`config.mk`:
```
export PLATFORM = sky130hd
export DESIGN_NAME = fb_fill_engine
export DESIGN_NICKNAME = d
export VERILOG_FILES = /design/src/rtl/fb_fill_pkg.sv /design/src/rtl/fb_fill_addr_gen.sv /design/src/rtl/fb_fill_engine.sv
export SDC_FILE = /design/constraint.sdc
export NUM_CORES = 1
export LEC_CHECK = 0
export ABC_AREA = 1
export CAP_MARGIN = 20
export CORE_ASPECT_RATIO = 1.25
export CORE_UTILIZATION = 55
export CTS_CLUSTER_SIZE = 12
export DETAILED_ROUTE_END_ITERATION = 10
export PLACE_DENSITY = 0.81
export SLEW_MARGIN = 20
export SYNTH_ARGS = -nofsm -noshare
export SYNTH_HDL_FRONTEND = slang
export SYNTH_SLANG_ARGS = --single-unit
```
`constraint.sdc`:
```
create_clock -name clk -period 5.1 [get_ports clk]
set_clock_uncertainty 0.15 [all_clocks]
set_input_delay 1.02 -clock clk [delete_from_list [all_inputs] [get_ports clk]]
set_output_delay 1.02 -clock clk [all_outputs]
set_load 0.03 [all_outputs]
```
`src/rtl/fb_fill_pkg.sv`:
```
// Shared defaults and FSM state encoding for the framebuffer rectangle fill engine.
package fb_fill_pkg;

    localparam int ADDR_W_DEF = 15;
    localparam int DATA_W_DEF = 16;

    typedef enum logic [1:0] {
        ST_IDLE = 2'd0,
        ST_FILL = 2'd1,
        ST_DONE = 2'd2
    } fill_state_t;

endpackage

```
`src/rtl/fb_fill_addr_gen.sv`:
```
// Row/column/address counters for the rectangle fill; geometry is latched on load
// and the address steps by 1 within a row and by stride between row starts.
module fb_fill_addr_gen
    import fb_fill_pkg::*;
#(
    parameter int ADDR_W = ADDR_W_DEF
) (
    input  logic              clk,
    input  logic              reset,
    input  logic              load,
    input  logic              advance,
    input  logic [ADDR_W-1:0] base_addr,
    input  logic [ADDR_W-1:0] stride,
    input  logic [7:0]        width,
    input  logic [7:0]        height,
    output logic [ADDR_W-1:0] addr,
    output logic              row_lsb,
    output logic              col_last,
    output logic              fill_last
);

    logic [ADDR_W-1:0] addr_reg;
    logic [ADDR_W-1:0] row_start_reg;
    logic [ADDR_W-1:0] stride_reg;
    logic [7:0]        col_reg;
    logic [7:0]        row_reg;
    logic [7:0]        width_reg;
    logic [7:0]        height_reg;
    logic [ADDR_W-1:0] next_row_start;

    assign next_row_start = row_start_reg + stride_reg;
    assign col_last       = (col_reg == width_reg - 8'd1);
    assign fill_last      = col_last && (row_reg == height_reg - 8'd1);
    assign addr           = addr_reg;
    assign row_lsb        = row_reg[0];

    always_ff @(posedge clk or posedge reset) begin
        if (reset) begin
            addr_reg      <= '0;
            row_start_reg <= '0;
            stride_reg    <= '0;
            col_reg       <= '0;
            row_reg       <= '0;
            width_reg     <= '0;
            height_reg    <= '0;
        end else if (load) begin
            addr_reg      <= base_addr;
            row_start_reg <= base_addr;
            stride_reg    <= stride;
            col_reg       <= '0;
            row_reg       <= '0;
            width_reg     <= width;
            height_reg    <= height;
        end else if (advance) begin
            // Sums are ADDR_W wide, so wrap past the top of memory is free.
            if (col_last) begin
                col_reg       <= '0;
                row_reg       <= row_reg + 8'd1;
                row_start_reg <= next_row_start;
                addr_reg      <= next_row_start;
            end else begin
                col_reg  <= col_reg + 8'd1;
                addr_reg <= addr_reg + {{(ADDR_W-1){1'b0}}, 1'b1};
            end
        end
    end

endmodule

```
`src/rtl/fb_fill_engine.sv`:
```
// Rectangle fill engine: writes fill_value over a width x height block, one word per granted cycle.
// Define FB_FILL_PATTERN_EN to write a checkerboard of fill_value / ~fill_value instead.
module fb_fill_engine
    import fb_fill_pkg::*;
#(
    parameter int ADDR_W = ADDR_W_DEF,
    parameter int DATA_W = DATA_W_DEF
) (
    input  logic              clk,
    input  logic              reset,
    input  logic              start,
    input  logic [ADDR_W-1:0] base_addr,
    input  logic [7:0]        width,
    input  logic [7:0]        height,
    input  logic [ADDR_W-1:0] stride,
    input  logic [DATA_W-1:0] fill_value,
    input  logic              mem_gnt,
    output logic [ADDR_W-1:0] mem_addr,
    output logic [DATA_W-1:0] mem_data,
    output logic              mem_w,
    output logic              busy,
    output logic              done
);

`ifdef FB_FILL_PATTERN_EN
    localparam logic PATTERN_EN = 1'b1;
`else
    localparam logic PATTERN_EN = 1'b0;
`endif

    fill_state_t       state_reg;
    logic              busy_reg;
    logic              done_reg;
    logic [DATA_W-1:0] fill_reg;
    logic [DATA_W-1:0] data_reg;
    logic [DATA_W-1:0] data_next;
    logic              start_ok;
    logic              zero_dim;
    logic              advance;
    logic              row_lsb;
    logic              col_last;
    logic              fill_last;

    assign start_ok = (state_reg == ST_IDLE) && start;
    assign zero_dim = (width == 8'd0) || (height == 8'd0);
    assign advance  = (state_reg == ST_FILL) && mem_gnt;

    // A new row starts with the phase of its row index; inside a row the phase flips per word.
    always_comb begin
        data_next = data_reg ^ {DATA_W{PATTERN_EN}};
        if (col_last) begin
            data_next = fill_reg ^ {DATA_W{PATTERN_EN & ~row_lsb}};
        end
    end

    fb_fill_addr_gen #(
        .ADDR_W (ADDR_W)
    ) u_addr_gen (
        .clk       (clk),
        .reset     (reset),
        .load      (start_ok),
        .advance   (advance),
        .base_addr (base_addr),
        .stride    (stride),
        .width     (width),
        .height    (height),
        .addr      (mem_addr),
        .row_lsb   (row_lsb),
        .col_last  (col_last),
        .fill_last (fill_last)
    );

    always_ff @(posedge clk or posedge reset) begin
        if (reset) begin
            state_reg <= ST_IDLE;
            busy_reg  <= 1'b0;
            done_reg  <= 1'b0;
            fill_reg  <= '0;
            data_reg  <= '0;
        end else begin
            case (state_reg)
                ST_IDLE: begin
                    done_reg <= 1'b0;
                    if (start) begin
                        fill_reg <= fill_value;
                        data_reg <= fill_value;
                        if (zero_dim) begin
                            state_reg <= ST_DONE;
                            done_reg  <= 1'b1;
                        end else begin
                            state_reg <= ST_FILL;
                            busy_reg  <= 1'b1;
                        end
                    end
                end
                ST_FILL: begin
                    if (advance) begin
                        if (fill_last) begin
                            state_reg <= ST_DONE;
                            busy_reg  <= 1'b0;
                            done_reg  <= 1'b1;
                        end else begin
                            data_reg <= data_next;
                        end
                    end
                end
                ST_DONE: begin
                    state_reg <= ST_IDLE;
                    done_reg  <= 1'b0;
                end
                default: begin
                    state_reg <= ST_IDLE;
                    busy_reg  <= 1'b0;
                    done_reg  <= 1'b0;
                end
            endcase
        end
    end

    assign mem_w    = busy_reg & mem_gnt;
    assign busy     = busy_reg;
    assign done     = done_reg;
    assign mem_data = data_reg;

endmodule

```
==> results of run 1 <==
-- worst max-delay path: stages --
cell             delay [ns]
clkdlybuf4s50_1        0.53
nand2_1                0.07
inv_1                  0.06
clkdlybuf4s50_1        0.67
-- layer usage --
metal	track usage (%)	part of all wire [%]
met5	0	0
met4	11.68	2.5
met3	4.107	4.3
met2	47.90	51
met1	35.40	42
-- layout by cell type (no fill, tap or decap), drive strengths merged, types with 3 or more instances in the layout --
cell,count
buf,5
or2,3
nor4,6
a21oi,21
clkbuf,19
clkdlybuf4s50,99
a22oi,3
o22ai,9
nor2,82
ha,19
o21ai,72
clkinvlp,5
xnor2,12
nand4,5
dfrtp,113
nand3,74
xor2,24
nand2,335
nor3,13
clkinv,6
inv,99
-- synth_stat cells (3+ instances only) --
library cell  instances
buf_2                16
o22ai_1               9
nand2_1             315
nand3_1              72
inv_1                89
inv_2                 7
o21ai_1              11
buf_6                 3
nor2_2                3
o21ai_0              61
nor4_1                6
nand2_4               5
a22oi_1               3
xnor2_1              12
or2_2                 3
a21oi_1              20
xor2_1               24
nor3_1               13
clkbuf_1              9
ha_1                 19
nand4_1               5
dfrtp_1             113
nor2_1               77
nand2_2              14
-- area by class of cell --
cell class | instances | area [sq um]
fillers | 940 | 3411
clock buffers | 19 | 452.9
multi-input cells | 688 | 3408
repair buffers | 104 | 1028
clock inverters | 13 | 128.9
inverters | 98 | 377.9
flip-flops and latches | 113 | 2828
well taps | 161 | 201.4
-- stage by stage --
step | cells | power [uW] | utilization, %
6_report | 1196 | 5803 | 71.18
5_1_grt | 1196 | 6285 | 71.18
4_1_cts | 1196 | 5793 | 71.18
3_5_place_dp | 1164 | 4604 | 66.27
3_3_place_gp | 1164 | 4545 | 66.27
2_1_floorplan | 930 | 3825 | -
-- worst max path at each step --
stage | slack (ns) | cells past startpoint | to
3_3_place_gp | 1.64 | 4 | mem_w
6_report | 1.58 | 4 | mem_w
2_1_floorplan | 0.94 | 1 | busy
4_1_cts | 1.57 | 4 | mem_w
5_1_grt | 1.53 | 4 | mem_w
3_5_place_dp | 1.58 | 4 | mem_w
-- power groups by stage --
stage          clock, uW  combinational (uW)  sequential (uW)
2_1_floorplan          0                2040             1790
3_3_place_gp           0                2910             1630
3_5_place_dp           0                2960             1640
4_1_cts             1160                2990             1640
5_1_grt             1210                3390             1680
6_report            1150                3010             1640
-- logic make-up after synthesis --
logic type | after synthesis
flops | 113
compound gates | 112
xor+xnor | 36
buf+inv | 129
simple gates | 520
fa+ha+maj | 20
==> impl_metrics.json, run 1 <==
{
  "wl_um": 16670,
  "critPathCaptureType": "primary output",
  "slew_viol_final": 0,
  "diodes": 0,
  "synth_area_sq_um": 6778,
  "htree_levels": 4,
  "synth_xor_area_share_pct": 4.652,
  "ys_ff_latch": 113,
  "dr.pass1.iters": 6,
  "cap_violations": 0,
  "dpl_cell_area_sq_um": 7844,
  "ys_top_cells_by_area": "dfrtp_1 (42%), nand2_1 (17%), nand3_1 (5.3%)",
  "globalRouteOverflowTotal": 0,
  "drt-wirelength-per-cell_um": 13.94,
  "max_freq_mhz": 284.4,
  "hpwl_um": 11720,
  "synth_fa_ha_area_share_pct": 3.803,
  "grt.total_usage_pct": 28.11,
  "synthMuxAreaShare_pct": 0,
  "ys_warn_count": 0,
  "clk_latency_ns": 0.41,
  "async_reset_ff_share_pct": 100.0,
  "hold_depth": 2,
  "layout_min_cycle_time_ns": 3.517,
  "power.density_nw_per_um2": 688.7,
  "timing.hold.ws_ns": 0.3216,
  "syn_inst": 930,
  "r2r_end": "u_addr_gen.row_reg[5]",
  "p_int_uw": 3107,
  "rsz0062_at_grt": "false",
  "rows": 44,
  "holdCritPathClass": "reg -> reg",
  "drtIter0Drc": 369,
  "synth_edf_count": 0,
  "hold_buffers": 0,
  "synth_nets": 1016,
  "vias_per_cell": 5.258,
  "worstPathRequired_ns": 3.93,
  "grt_pass1_vias": 6039,
  "top_level_ports": 100,
  "reg2reg_setup_slack_ns": 2.36,
  "synth.largest_area_cell": "dfrtp_1",
  "cts_root_buf": "clkbuf_16",
  "cts.path.max_buffers": 2,
  "drcViolationCount": 0,
  "initial_utilization_pct": 57.26,
  "die_area_sq_um": 12770,
  "num_vias": 6289,
  "setup_viol": 0,
  "nets": 1108,
  "worstHoldStart": "mem_data[15]",
  "cp-start-kind": "input pin",
  "gp_routability_congestion": 0.8763,
  "pre_cts_ws_ns": 1.579,
  "grt_pass1_wl_um": 27910,
  "portBuffers": 99,
  "tightest_slew_ns": 0.8261,
  "vdd_drop_max_mv": 0.4032,
  "finalHoldViolations": 0,
  "synthSimpleGateAreaFrac_pct": 32.93,
  "fin_ws_ns": 1.583,
  "power_frac_comb_pct": 51.8,
  "pwr-share-seq_pct": 28.3,
  "synth_top_family_by_area": "simple AND/OR/NAND/NOR gates",
  "cp_max_fo": 3,
  "coreArea_sq_um": 11840,
  "worstRegToRegCells": 14,
  "swShare_pct": 46.46,
  "leakagePower_uw": 0.004216,
  "clock-sinks": 113,
  "max_slew_margin_pct": 44.85,
  "die_w_um": 101.3,
  "crit_type": "in -> out",
  "final_antenna_net_count": 0,
  "status": "finished clean",
  "synthDistinctLibCells": 41,
  "holdPathEnd": "mem_data[15]",
  "die_y_um": 126.1,
  "antenna_found_initial": 0,
  "cts_tree": "done",
  "power.switching_uw": 2696,
  "synth_compound_area_share_pct": 8.898,
  "synth_flop_cell": "dfrtp_1",
  "fin_crit_sh_pct": 68.95,
  "clkPwrFrac_pct": 19.9,
  "synthToLayoutAreaGrowth_pct": 24.31,
  "cts_resized": 0,
  "final.setup.tns_ns": 0,
  "synth-seq-area-share_pct": 41.72,
  "drive_gt1_share_pct": 7.536,
  "avgSynthCellArea_sq_um": 7.288,
  "cts-buffers-inserted": 17,
  "setup.worst_path.start": "mem_gnt",
  "clk_pin_slew_ns": 0.06,
  "final_area_sq_um": 8426,
  "post_cts_buffers": 0,
  "cp.arrival_ns": 2.35,
  "grt_start_max_net_pins": 62,
  "yosys.area.top_type_share_pct": 41.72,
  "reg2reg_from": "u_addr_gen.width_reg[0]"
}
(Power assumes the default switching activity.)
==> inputs of run 2 (changes only) <==
clock period = 3.3 ns   (was 5.1 ns; I/O delays follow)
==> run 2 against run 1 <==
Largest cell class unchanged. Die area stayed put. Via count is 1.1% higher. Clock-buffer cell count stayed put. Setup slack worse by 1.0 ns. First-iteration DRC count is 4.9% higher. Design area hardly changed. Combinational power is 55% higher.
==> impl_metrics.json, run 2 (synthesis results as in run 1) <==
{
  "critical_path.cell_chain": "clkdlybuf4s50_1 -> nand2_1 -> inv_1 -> clkdlybuf4s50_1",
  "hold_depth": 2,
  "portBuffers": 99,
  "hpwl_um": 11810,
  "cp.arrival_ns": 1.95,
  "drive_gt1_share_pct": 7.432,
  "grt_pass1_wl_um": 28690,
  "power.switching_uw": 4146,
  "cts.path.max_buffers": 2,
  "die_w_um": 101.3,
  "top_level_ports": 100,
  "post_cts_buffers": 0,
  "grt.total_usage_pct": 28.55,
  "gp_routability_congestion": 0.8865,
  "dr.max_layer_used": "met4",
  "reg2reg_setup_slack_ns": 0.63,
  "holdCritPathClass": "reg -> reg",
  "rows": 44,
  "htree_levels": 4,
  "vdd_drop_max_mv": 0.5437,
  "pwr-share-seq_pct": 28.6,
  "rsz0062_at_grt": "false",
  "p_int_uw": 4770,
  "crit_top_cell": "clkdlybuf4s50_1",
  "dpl_cell_area_sq_um": 7878,
  "die_area_sq_um": 12770,
  "max_freq_mhz": 362.5,
  "dp_cells": 1165,
  "drtIter0Drc": 387,
  "num_vias": 6360,
  "drt-wirelength-per-cell_um": 13.93,
  "dr.pass1.iters": 6,
  "wl_um": 16670,
  "reg2reg_from": "u_addr_gen.width_reg[1]",
  "cts-buffers-inserted": 17,
  "final_util_pct": 71.19,
  "worstPathRequired_ns": 2.49,
  "leakagePower_uw": 0.004220,
  "final_antenna_net_count": 0,
  "cts_root_buf": "clkbuf_16",
  "slew_viol_final": 0,
  "initial_utilization_pct": 57.26,
  "die_y_um": 126.1,
  "critPathCaptureType": "primary output",
  "grt_pass1_vias": 6189,
  "diodes": 0,
  "fin_cells": 1197,
  "holdPathEnd": "mem_data[14]",
  "crit_path_top_delay_cell": "clkdlybuf4s50_1",
  "cts_tree": "done",
  "fin_crit_sh_pct": 83.59,
  "met3_length_um": 922,
  "clk_latency_ns": 0.41,
  "tightest_slew_ns": 0.6071,
  "grt_start_max_net_pins": 114,
  "setup_viol": 0,
  "clock-sinks": 113,
  "synthToLayoutAreaGrowth_pct": 24.33,
  "clk_pin_slew_ns": 0.05,
  "status": "finished clean",
  "cts_resized": 0,
  "clkPwrFrac_pct": 19.1,
  "vias_per_cell": 5.313,
  "mostFrequentLayoutCells": "nand2_1 (315), dfrtp_1 (113), clkdlybuf4s50_1 (99), inv_1 (88), nor2_1 (77)",
  "cap_violations": 0,
  "globalRouteOverflowTotal": 0,
  "worstRegToRegCells": 14,
  "wl_met1_um": 6886,
  "cp_max_fo": 3,
  "route.met2.wl_um": 8526,
  "swShare_pct": 46.50,
  "power.density_nw_per_um2": 1058,
  "final_area_sq_um": 8427,
  "hold_buffers": 0,
  "nets": 1109,
  "r2r_end": "u_addr_gen.row_reg[5]",
  "fill_cells": 963,
  "antenna_found_initial": 0,
  "drcViolationCount": 0,
  "finalHoldViolations": 0,
  "final.setup.tns_ns": 0,
  "cp-start-kind": "input pin",
  "layout_min_cycle_time_ns": 2.758,
  "slowest_delay_ns": 0.66,
  "layout_commonest_cell": "nand2_1",
  "crit_type": "in -> out",
  "max_slew_margin_pct": 59.53,
  "worstHoldStart": "mem_data[14]",
  "coreArea_sq_um": 11840,
  "power_frac_comb_pct": 52.4
}
-- run 2: final cells by class --
class	count	area (sq um)	share of cell area (%)
Clock inverter	13	116.4	1.381
Multi-Input combinational cell	688	3408	40.45
Inverter	98	379.1	4.499
Tap cell	161	201.4	2.390
Sequential cell	113	2828	33.56
Timing Repair Buffer	105	1061	12.59
Clock buffer	19	432.9	5.137
-- run 2: power groups by stage --
stage          Combinational (uW)  Sequential [uW]  Clock [uW]
5_1_grt                      5320             2620        1780
2_1_floorplan                3150             2760           0
6_report                     4670             2550        1700
4_1_cts                      4670             2540        1710
3_5_place_dp                 4610             2550           0
3_3_place_gp                 4500             2530           0
-- run 2: worst max path at each step --
| stage | start | endpoint | slack [ns] | cells after the start |
|---|---|---|---|---|
| after global placement | mem_gnt | mem_w | 0.56 | 4 |
| final | mem_gnt | mem_w | 0.54 | 4 |
| after CTS | mem_gnt | mem_w | 0.53 | 4 |
| after global routing | u_addr_gen.width_reg[1] | u_addr_gen.row_start_reg[1] | 0.44 | 14 |
| after detailed placement | mem_gnt | mem_w | 0.53 | 4 |
| after floorplan | reset | busy | 1.12 | 1 |
-- run 2: per-layer routing --
layer | GRT usage (%) | vias to the layer above
li1 | - | 3150
met5 | 0 | -
met1 | 35.70 | 2962
met3 | 5.272 | 35
met2 | 49.70 | 213
met4 | 8.525 | 0
-- run 2: worst max-delay path: cells and delay by family --
kind / cells / cell delay (ns)
buf+inv: 3 / 1.22
simple gates: 1 / 0.06
-- run 2: through the flow --
stage	setup slack (ns)	hold slack [ns]	total power [uW]
after global placement	0.5635	0.3058	7035
after detailed placement	0.5318	0.3171	7156
final	0.5416	0.3267	8916
after floorplan	1.119	0.3028	5911
after CTS	0.5261	0.3311	8920
after global routing	0.4356	0.3512	9718
